<file path="src/rtl/fb_pkg.sv">
// fb_pkg: shared defaults and enums for the framebuffer arbiter.
// Holds width/depth defaults, RAM owner tags and clear-engine states.
package fb_pkg;

   localparam int FB_ADDR_W = 19;
   localparam int FB_DATA_W = 12;
   localparam int FB_DEPTH  = 307200;

   // Who owns the RAM read data returning next cycle.
   typedef enum logic [1:0] {
      OWN_NONE = 2'd0,
      OWN_DISP = 2'd1,
      OWN_HOST = 2'd2,
      OWN_HERR = 2'd3
   } owner_e;

   typedef enum logic [1:0] {
      CLR_IDLE = 2'd0,
      CLR_FILL = 2'd1,
      CLR_DONE = 2'd2
   } clr_state_e;

endpackage

</file>
<file path="src/rtl/fb_clear_engine.sv">
// fb_clear_engine: fills the framebuffer with one colour, one word per won slot.
// Ports: start_i/color_i (color sampled at start), win_i (slot granted),
// req_o/addr_o/data_o (write request), busy_o (FILL+DONE), done_o (1-cycle pulse).
module fb_clear_engine
   import fb_pkg::*;
#(
   parameter int ADDR_W = FB_ADDR_W,
   parameter int DATA_W = FB_DATA_W,
   parameter int DEPTH  = FB_DEPTH
) (
   input  logic              clk,
   input  logic              rst_n,
   input  logic              start_i,
   input  logic [DATA_W-1:0] color_i,
   input  logic              win_i,
   output logic              req_o,
   output logic [ADDR_W-1:0] addr_o,
   output logic [DATA_W-1:0] data_o,
   output logic              busy_o,
   output logic              done_o
);

   localparam logic [ADDR_W-1:0] LAST = ADDR_W'(DEPTH - 1);

   clr_state_e        state_q;
   logic [ADDR_W-1:0] cnt_q;
   logic [DATA_W-1:0] color_q;
   logic              busy_q;
   logic              done_q;

   always_ff @(posedge clk or negedge rst_n) begin
      if (!rst_n) begin
         state_q <= CLR_IDLE;
         cnt_q   <= '0;
         color_q <= '0;
         busy_q  <= 1'b0;
         done_q  <= 1'b0;
      end else begin
         unique case (state_q)
            CLR_IDLE: begin
               if (start_i) begin
                  state_q <= CLR_FILL;
                  cnt_q   <= '0;
                  color_q <= color_i;
                  busy_q  <= 1'b1;
               end
            end
            CLR_FILL: begin
               // counter moves only on slots actually granted
               if (win_i) begin
                  if (cnt_q == LAST) begin
                     state_q <= CLR_DONE;
                     done_q  <= 1'b1;
                  end else begin
                     cnt_q <= cnt_q + 1'b1;
                  end
               end
            end
            CLR_DONE: begin
               state_q <= CLR_IDLE;
               busy_q  <= 1'b0;
               done_q  <= 1'b0;
            end
            default: state_q <= CLR_IDLE;
         endcase
      end
   end

   assign req_o  = (state_q == CLR_FILL);
   assign addr_o = cnt_q;
   assign data_o = color_q;
   assign busy_o = busy_q;
   assign done_o = done_q;

endmodule

</file>
<file path="src/rtl/fb_arbiter.sv">
// fb_arbiter: single-port framebuffer RAM arbiter (display > host/clear RR).
// Ports: disp_* read port, host_* read/write port, clr_* fill engine, ram_* RAM.
// Optional clear engine is built when FB_CLEAR_EN is defined.
module fb_arbiter
   import fb_pkg::*;
#(
   parameter int ADDR_W = FB_ADDR_W,
   parameter int DATA_W = FB_DATA_W,
   parameter int DEPTH  = FB_DEPTH
) (
   input  logic              clk,
   input  logic              rst_n,
   input  logic              disp_req,
   input  logic [ADDR_W-1:0] disp_addr,
   output logic              disp_valid,
   output logic [DATA_W-1:0] disp_data,
   input  logic              host_req,
   input  logic              host_we,
   input  logic [ADDR_W-1:0] host_addr,
   input  logic [DATA_W-1:0] host_wdata,
   output logic              host_gnt,
   output logic              host_rvalid,
   output logic [DATA_W-1:0] host_rdata,
   output logic              host_err,
   input  logic              clr_start,
   input  logic [DATA_W-1:0] clr_color,
   output logic              clr_busy,
   output logic              clr_done,
   output logic              ram_we,
   output logic [ADDR_W-1:0] ram_addr,
   output logic [DATA_W-1:0] ram_wdata,
   input  logic [DATA_W-1:0] ram_rdata
);

   logic              clr_req;
   logic              clr_win;
   logic [ADDR_W-1:0] clr_addr;
   logic [DATA_W-1:0] clr_data;

   logic              host_oob;
   logic              host_sel;
   logic              clr_sel;
   logic              rr_d, rr_q;
   owner_e            tag_d, tag_q;
   logic [ADDR_W-1:0] addr_q;

`ifdef FB_CLEAR_EN
   fb_clear_engine #(
      .ADDR_W(ADDR_W),
      .DATA_W(DATA_W),
      .DEPTH (DEPTH)
   ) u_clr (
      .clk    (clk),
      .rst_n  (rst_n),
      .start_i(clr_start),
      .color_i(clr_color),
      .win_i  (clr_win),
      .req_o  (clr_req),
      .addr_o (clr_addr),
      .data_o (clr_data),
      .busy_o (clr_busy),
      .done_o (clr_done)
   );
`else
   logic unused_clr;
   assign unused_clr = ^{clr_start, clr_color, clr_win};
   assign clr_req    = 1'b0;
   assign clr_addr   = '0;
   assign clr_data   = '0;
   assign clr_busy   = 1'b0;
   assign clr_done   = 1'b0;
`endif

   assign host_oob = 32'(host_addr) >= 32'(DEPTH);

   // rr_q=1 means clear is favoured on the next contested slot
   always_comb begin
      host_sel = 1'b0;
      clr_sel  = 1'b0;
      if (rst_n && !disp_req) begin
         if (host_req && clr_req) begin
            host_sel = !rr_q;
            clr_sel  = rr_q;
         end else begin
            host_sel = host_req;
            clr_sel  = clr_req;
         end
      end
   end

   always_comb begin
      ram_addr  = addr_q;
      ram_we    = 1'b0;
      ram_wdata = '0;
      tag_d     = OWN_NONE;
      rr_d      = rr_q;
      if (rst_n && disp_req) begin
         ram_addr = disp_addr;
         tag_d    = OWN_DISP;
      end else if (host_sel) begin
         ram_addr  = host_addr;
         ram_we    = host_we && !host_oob;
         ram_wdata = host_wdata;
         rr_d      = 1'b1;
         if (!host_we) tag_d = host_oob ? OWN_HERR : OWN_HOST;
      end else if (clr_sel) begin
         ram_addr  = clr_addr;
         ram_we    = 1'b1;
         ram_wdata = clr_data;
         rr_d      = 1'b0;
      end
   end

   always_ff @(posedge clk or negedge rst_n) begin
      if (!rst_n) begin
         tag_q  <= OWN_NONE;
         rr_q   <= 1'b0;
         addr_q <= '0;
      end else begin
         tag_q  <= tag_d;
         rr_q   <= rr_d;
         addr_q <= ram_addr;
      end
   end

   assign clr_win     = clr_sel;
   assign host_gnt    = host_sel;
   assign host_err    = host_sel && host_oob;
   assign disp_valid  = (tag_q == OWN_DISP);
   assign disp_data   = disp_valid ? ram_rdata : '0;
   assign host_rvalid = (tag_q == OWN_HOST) || (tag_q == OWN_HERR);
   assign host_rdata  = (tag_q == OWN_HOST) ? ram_rdata : '0;

endmodule

</file>
<file path="config.mk">
export PLATFORM = sky130hd
export DESIGN_NAME = fb_arbiter
export DESIGN_NICKNAME = d
export VERILOG_FILES = /design/src/rtl/fb_pkg.sv /design/src/rtl/fb_clear_engine.sv /design/src/rtl/fb_arbiter.sv
export SDC_FILE = /design/constraint.sdc
export NUM_CORES = 1
export LEC_CHECK = 0
export ABC_AREA = 1
export CAP_MARGIN = 10
export CORE_ASPECT_RATIO = 2
export CORE_MARGIN = 4
export CORE_UTILIZATION = 28
export CTS_CLUSTER_DIAMETER = 60
export DETAILED_ROUTE_END_ITERATION = 12
export MAX_ROUTING_LAYER = met4
export PLACE_DENSITY_LB_ADDON = 0.3
export SYNTH_ARGS = -nofsm -noshare
export SYNTH_HDL_FRONTEND = slang
export SYNTH_SLANG_ARGS = --single-unit
</file>
<file path="constraint.sdc">
create_clock -name clk -period 1.5 [get_ports clk]
set_clock_uncertainty 0.2 [all_clocks]
set_input_delay 0.3 -clock clk [delete_from_list [all_inputs] [get_ports clk]]
set_output_delay 0.3 -clock clk [all_outputs]
set_load 0.02 [all_outputs]
</file>
==> metrics.txt, run 1 <==
global-route wire length before repair=10,600 um; Worst setup SP type=register; cts bufs inserted=3; DRT antenna net count=0; TritonCTS clock tree=done; met3 WL=around 650 um; nets=between 400 and 500; Post-Syn Area=~0.0013 mm^2; synthesized instance count=a little under 200; Seq cells post-synth=21; Detail Placement HPWL=approximately 4200 um; Worst-Skew Late Latency=between 200 and 300 ps; worst setup margin=-283 ps; gpl congestion=just over 0.8; num ports=roughly 140; FF-to-FF setup slack=between 100 and 150 ps; P per Cell Area=604 mW/mm^2; Slew Viols, Final=0; drt first pass iters=4; wire length on met2=5440 um; most area-consuming cells after synthesis=dfrtp_1 (40%), nand3_1 (14%), nand2_1 (14%); initial core utilization=29.4%; GRT Total Usage=23.8%; Core Region=0.00442 mm^2; vias in the first global route=around 2,000; Max Cap Viol=0; Final min period=1780 ps; R2R depth=6; Setup TNS=-11,030 ps; Root Buffer=clkbuf_8; most frequent cells in the layout=buf_6 (73), clkdlybuf4s50_1 (42), buf_4 (35); Cell Rows=34; Worst VDD drop=between 0.0007 and 0.0008 V; Final Core Density=between 90% and 100%; Detailed Route WL=9470 um; DR top layer=met4; violated checks=setup timing; vias=roughly 2,200; FMAX=roughly 0.56 GHz; Die Y=between 100 and 150 um; crit path DAT=approximately 1300 ps; Clock Sinks=21; Critical Path End=disp_data[10]; Port Buf Inserts=between 100 and 150; Synth top area share=40.5%; post-synthesis sequential area ratio=around two fifths; FF-to-FF Start=addr_q[3]; largest net degree at the start of global routing=18; total grt overflow=0; CTS max path bufs=2; Avg Cell Area, Syn=roughly 6.7 um^2; drt wl/cell=roughly 22 um; post-synth top area cell=dfrtp_1; Iter 0 DRT Violations=slightly below 80; CP Class=register to output port; DRC=0; Vias/cell=around 5.1; Final Hold Vio Count=0; RSZ-0062 raised after global routing=true; initial antenna violation count=0; Distinct cells, synth=16; Min-Delay Path Depth=3; CP Data Required Time=1000 ps; Worst Path Max Fanout=6; layout cell share with drive strength beyond 1=slightly above 60%; Ant. Diodes=0; Area Growth Syn to Fin=213%; CP startpoint=tag_q[1]; Clock Pin Slew Worst Setup and Hold Paths=about 90 ps; worst hold path class=input port to register; r2r endpoint=addr_q[3]; ratio of final minimum period to clock period=119%; met1 wire length=2860 um; status=finished with violations; Synth warnings=0; most common cell after layout, fill and taps aside=buf_6; hold slack=134 ps; Critical Path Sink Type=output port; die width=56.2 um; fillers=between 150 and 200; CTS H-tree lvls=1; Placement Setup Slack=-1120 ps; Leak=2.09 nW; DIE AREA=around 0.0059 mm^2; final setup fails=54
==> stage by stage <==
stage | area (um^2) | power [mW] | std cells
3_3_place_gp | 2850 | 1.51 | 385
2_1_floorplan | 1390 | 1.02 | 195
6_report | 4060 | 2.46 | 427
5_1_grt | 4060 | 2.54 | 427
3_5_place_dp | 2850 | 1.52 | 385
4_1_cts | 3510 | 2.16 | 417
==> metal layers <==
layer,GRT usage (%),vias up
met2,45.6,150
li1,-,948
met3,5.09,33
met1,23.2,1035
met5,-,-
met4,6.45,0
==> power breakdown <==
group	internal [mW]	switching [mW]
registers	0.641	0.0364
clock network	0.186	0.223
logic	0.706	0.663
total	1.53	0.923
==> cell usage after synthesis, drive strengths merged <==
master	number
nor2	40
buf	11
nand3	37
inv	29
clkbuf	2
conb	1
dfrtp	21
a21oi	2
nand2	50
o211ai	1
==> repair_timing <==
action | in CTS | in global routing
hold buffers | 1 | 0
setup buffers | 23 | 17
gates cloned | 5 | 3
setup endpoints to repair | 66 | 61
endpoints found under the hold margin | 21 | 0
resized for setup | 470 | 115
pin swaps | 35 | 22
==> worst min-delay path by stage <==
stage	start	endpoint	slack (ps)
2_1_floorplan	rst_n	addr_q[0]	-200
3_3_place_gp	addr_q[10]	addr_q[10]	290
3_5_place_dp	addr_q[4]	addr_q[4]	300
4_1_cts	host_we	tag_q[1]	160
5_1_grt	host_addr[12]	addr_q[12]	130
6_report	host_addr[12]	addr_q[12]	130
==> flip-flops by register name, summed over array words and instances (netlist names) <==
name    count
addr_q     19
tag_q       2
==> worst max-delay path, cell delays in order (launching register included) <==
cell,delay (ps)
dfrtp_1,440
nor2_4,140
inv_4,70
buf_12,150
nor2_4,90
buf_6,120
==> cell type report <==
class | instances | area, um^2 | area share (%)
inverters | 29 | 121 | 2.99
multi-input cells | 132 | 1280 | 31.5
flip-flops and latches | 21 | 526 | 12.9
repair buffers | 187 | 2020 | 49.7
clock inverters | 1 | 5.00 | 0.123
clock buffers | 3 | 41.3 | 1.02
well taps | 54 | 67.6 | 1.66
==> cells by family (layout without fill, tap and decap cells) <==
kind of cell / after synthesis / count (layout) / share of synthesized area (%)
AND/OR/NAND/NOR: 127 / 127 / 41.8
AO/OA/AOI/OAI: 3 / 3 / 1.73
buffers and inverters: 42 / 220 / 15.7
other: 1 / 2 / 0.289
flip-flops: 21 / 21 / 40.5
Power figures use the tool's default switching activity.
==> run 2, diff against run 1 <==
Settings changed: CORE_UTILIZATION 28 to 30.
Clock period 1.5 ns to 2.3 ns, I/O delays scaled along.
==> run 2 against run 1 <==
  * The run ends with hold timing left
  * Critical path type is now input port to output port
  * Design area fell by 36%
  * Die area fell by 5.9%
  * Routed wire length fell by 48%
  * Setup slack improved by 380 ps
  * Global-route usage fell by 6.0 points
==> metrics.txt, run 2 (same netlist as run 1, synthesis figures left out) <==
Worst Path Max Fanout=29; DRC=0; register with the most flip-flops=addr_q; crit path DAT=between 1500 and 2000 ps; FMAX=between 0.4 and 0.5 GHz; die width=54.5 um; Ant. Diodes=0; CP Cell Sequence=dlygate4sd2_1 > inv_1 > nand3_2 > buf_12 > buf_4 > nor2_1 > clkdlybuf4s15_2; gpl congestion=0.813; Iter 0 DRT Violations=32; CP bufs+invs=5; Area Growth Syn to Fin=100%; Worst-Skew Late Latency=around 260 ps; final setup fails=0; Detail Placement HPWL=between 4000 and 5000 um; worst hold path class=input port to async pin; Final min period=approximately 2200 ps; cts-stage hold buffer count=0; Leak=roughly 1.4 nW; status=finished with violations; nets=409; ratio of final minimum period to clock period=~96%; Worst setup SP type=input port; Worst path max stage delay=roughly 270 ps; Root Buffer=clkbuf_8; Cell Rows=33; RSZ-0062 raised after global routing=false; layout cell share with drive strength beyond 1=17.4%; CP Class=input port to output port; Max Cap Viol=0; initial antenna violation count=0; Critical Path Sink Type=output port; hold slack=-13.0 ps; Final Core Density=a little over three fifths; initial core utilization=a little under a third; num ports=between 100 and 150; cts bufs inserted=3; P per Cell Area=approximately 440 mW/mm^2; TritonCTS clock tree=done; drt wl/cell=13.0 um; DRT antenna net count=0; most frequent cells in the layout=clkdlybuf4s50_1 (65), nand2_1 (46), nor2_1 (39); Detailed Route WL=4920 um; DIE AREA=around 0.0055 mm^2; violated checks=hold timing; CTS H-tree lvls=1; CP delay by family, top=buffers and inverters; Port Buf Inserts=126; Clock Sinks=21; global-route wire length before repair=7180 um; Worst path slowest cell=dlygate4sd2_1; drt first pass iters=4; Slew Viols, Final=0; CP Data Required Time=1640 ps; max reg flops=19; Core Region=between 0.004 and 0.005 mm^2; Final Hold Vio Count=6; Placement Setup Slack=-624 ps; Worst VDD drop=around 0.00044 V; vias in the first global route=~1,700; GRT Total Usage=between 10% and 20%; most common cell after layout, fill and taps aside=clkdlybuf4s50_1; Clock Pin Slew Worst Setup and Hold Paths=approximately 80 ps; CTS max path bufs=2; Die Y=between 100 and 150 um; dpl cells=375; vias=1,708; Non-Filler Instances=380; total grt overflow=0; worst setup margin=94.7 ps; largest net degree at the start of global routing=30; top flop regs=addr_q: 19 flops, tag_q: 2 flops; Vias/cell=around 4.5
## run 2: cell count changes in the layout (fill, tap and decap cells not counted), sizes merged
cell,change
clkbuf,-2
dlygate4sd3,-1
clkdlybuf4s15,+4
clkinv,-1
buf,-84
clkinvlp,+1
dlygate4sd2,+15
clkdlybuf4s50,+23
## run 2: path summary, 6_finish.rpt
path / from / to / slack, ps / cells past startpoint
min in group clk: addr_q[0] / addr_q[0] / 310 / 2
worst max register to register: addr_q[10] / addr_q[10] / 1310 / 3
worst max-delay path: disp_req / ram_wdata[3] / 90 / 7
max in group asynchronous: rst_n / addr_q[1] / 1700 / 2
worst min-delay path: rst_n / addr_q[8] / -10 / 2
worst min register to register: addr_q[0] / addr_q[0] / 310 / 2
## run 2: power by group
| group | leakage [nW] | internal (mW) | switching, mW |
|---|---|---|---|
| sequential | 0.259 | 0.417 | 0.0137 |
| combinational | 1.16 | 0.219 | 0.237 |
| clock | 0.0217 | 0.122 | 0.129 |
| total | 1.44 | 0.758 | 0.380 |
## run 2: cell type report
type,count,area [um^2]
clock buffer,3,41.3
timing repair buffer,142,1280
clock inverter,1,7.51
sequential,21,526
fill,377,1530
inverter,29,109
tap,52,65.1
multi-input combinational,132,576
## run 2: stage by stage
| step | TNS, ps | instance area, um^2 | power, mW |
|---|---|---|---|
| 3_5_place_dp | -20220 | 2680 | 0.958 |
| 2_1_floorplan | 0 | 1300 | 0.650 |
| 6_report | 0 | 2600 | 1.14 |
| 3_3_place_gp | -19270 | 2680 | 0.952 |
| 4_1_cts | 0 | 2620 | 1.15 |
| 5_1_grt | 0 | 2600 | 1.20 |
## run 2: layer usage
| layer | vias up | track usage (%) | share of wire (%) |
|---|---|---|---|
| li1 | 852 | - | - |
| met1 | 746 | 15.7 | 32 |
| met2 | 106 | 35.2 | 55 |
| met3 | 4 | 3.11 | 11 |
| met4 | 0 | 4.99 | 1.0 |
| met5 | - | - | 0 |
## run 2: repair_timing
action / CTS / global route
endpoints found under the setup margin: 58 / 6
gates resized for setup: 140 / 4
cloned: 0 / 0
setup buffers: 1 / 0
==> run 3, diff against run 2 <==
Settings changed: SLEW_MARGIN set to 40.
==> results of run 3 <==
Final layout, timing and power as in run 2 (identical DEF).
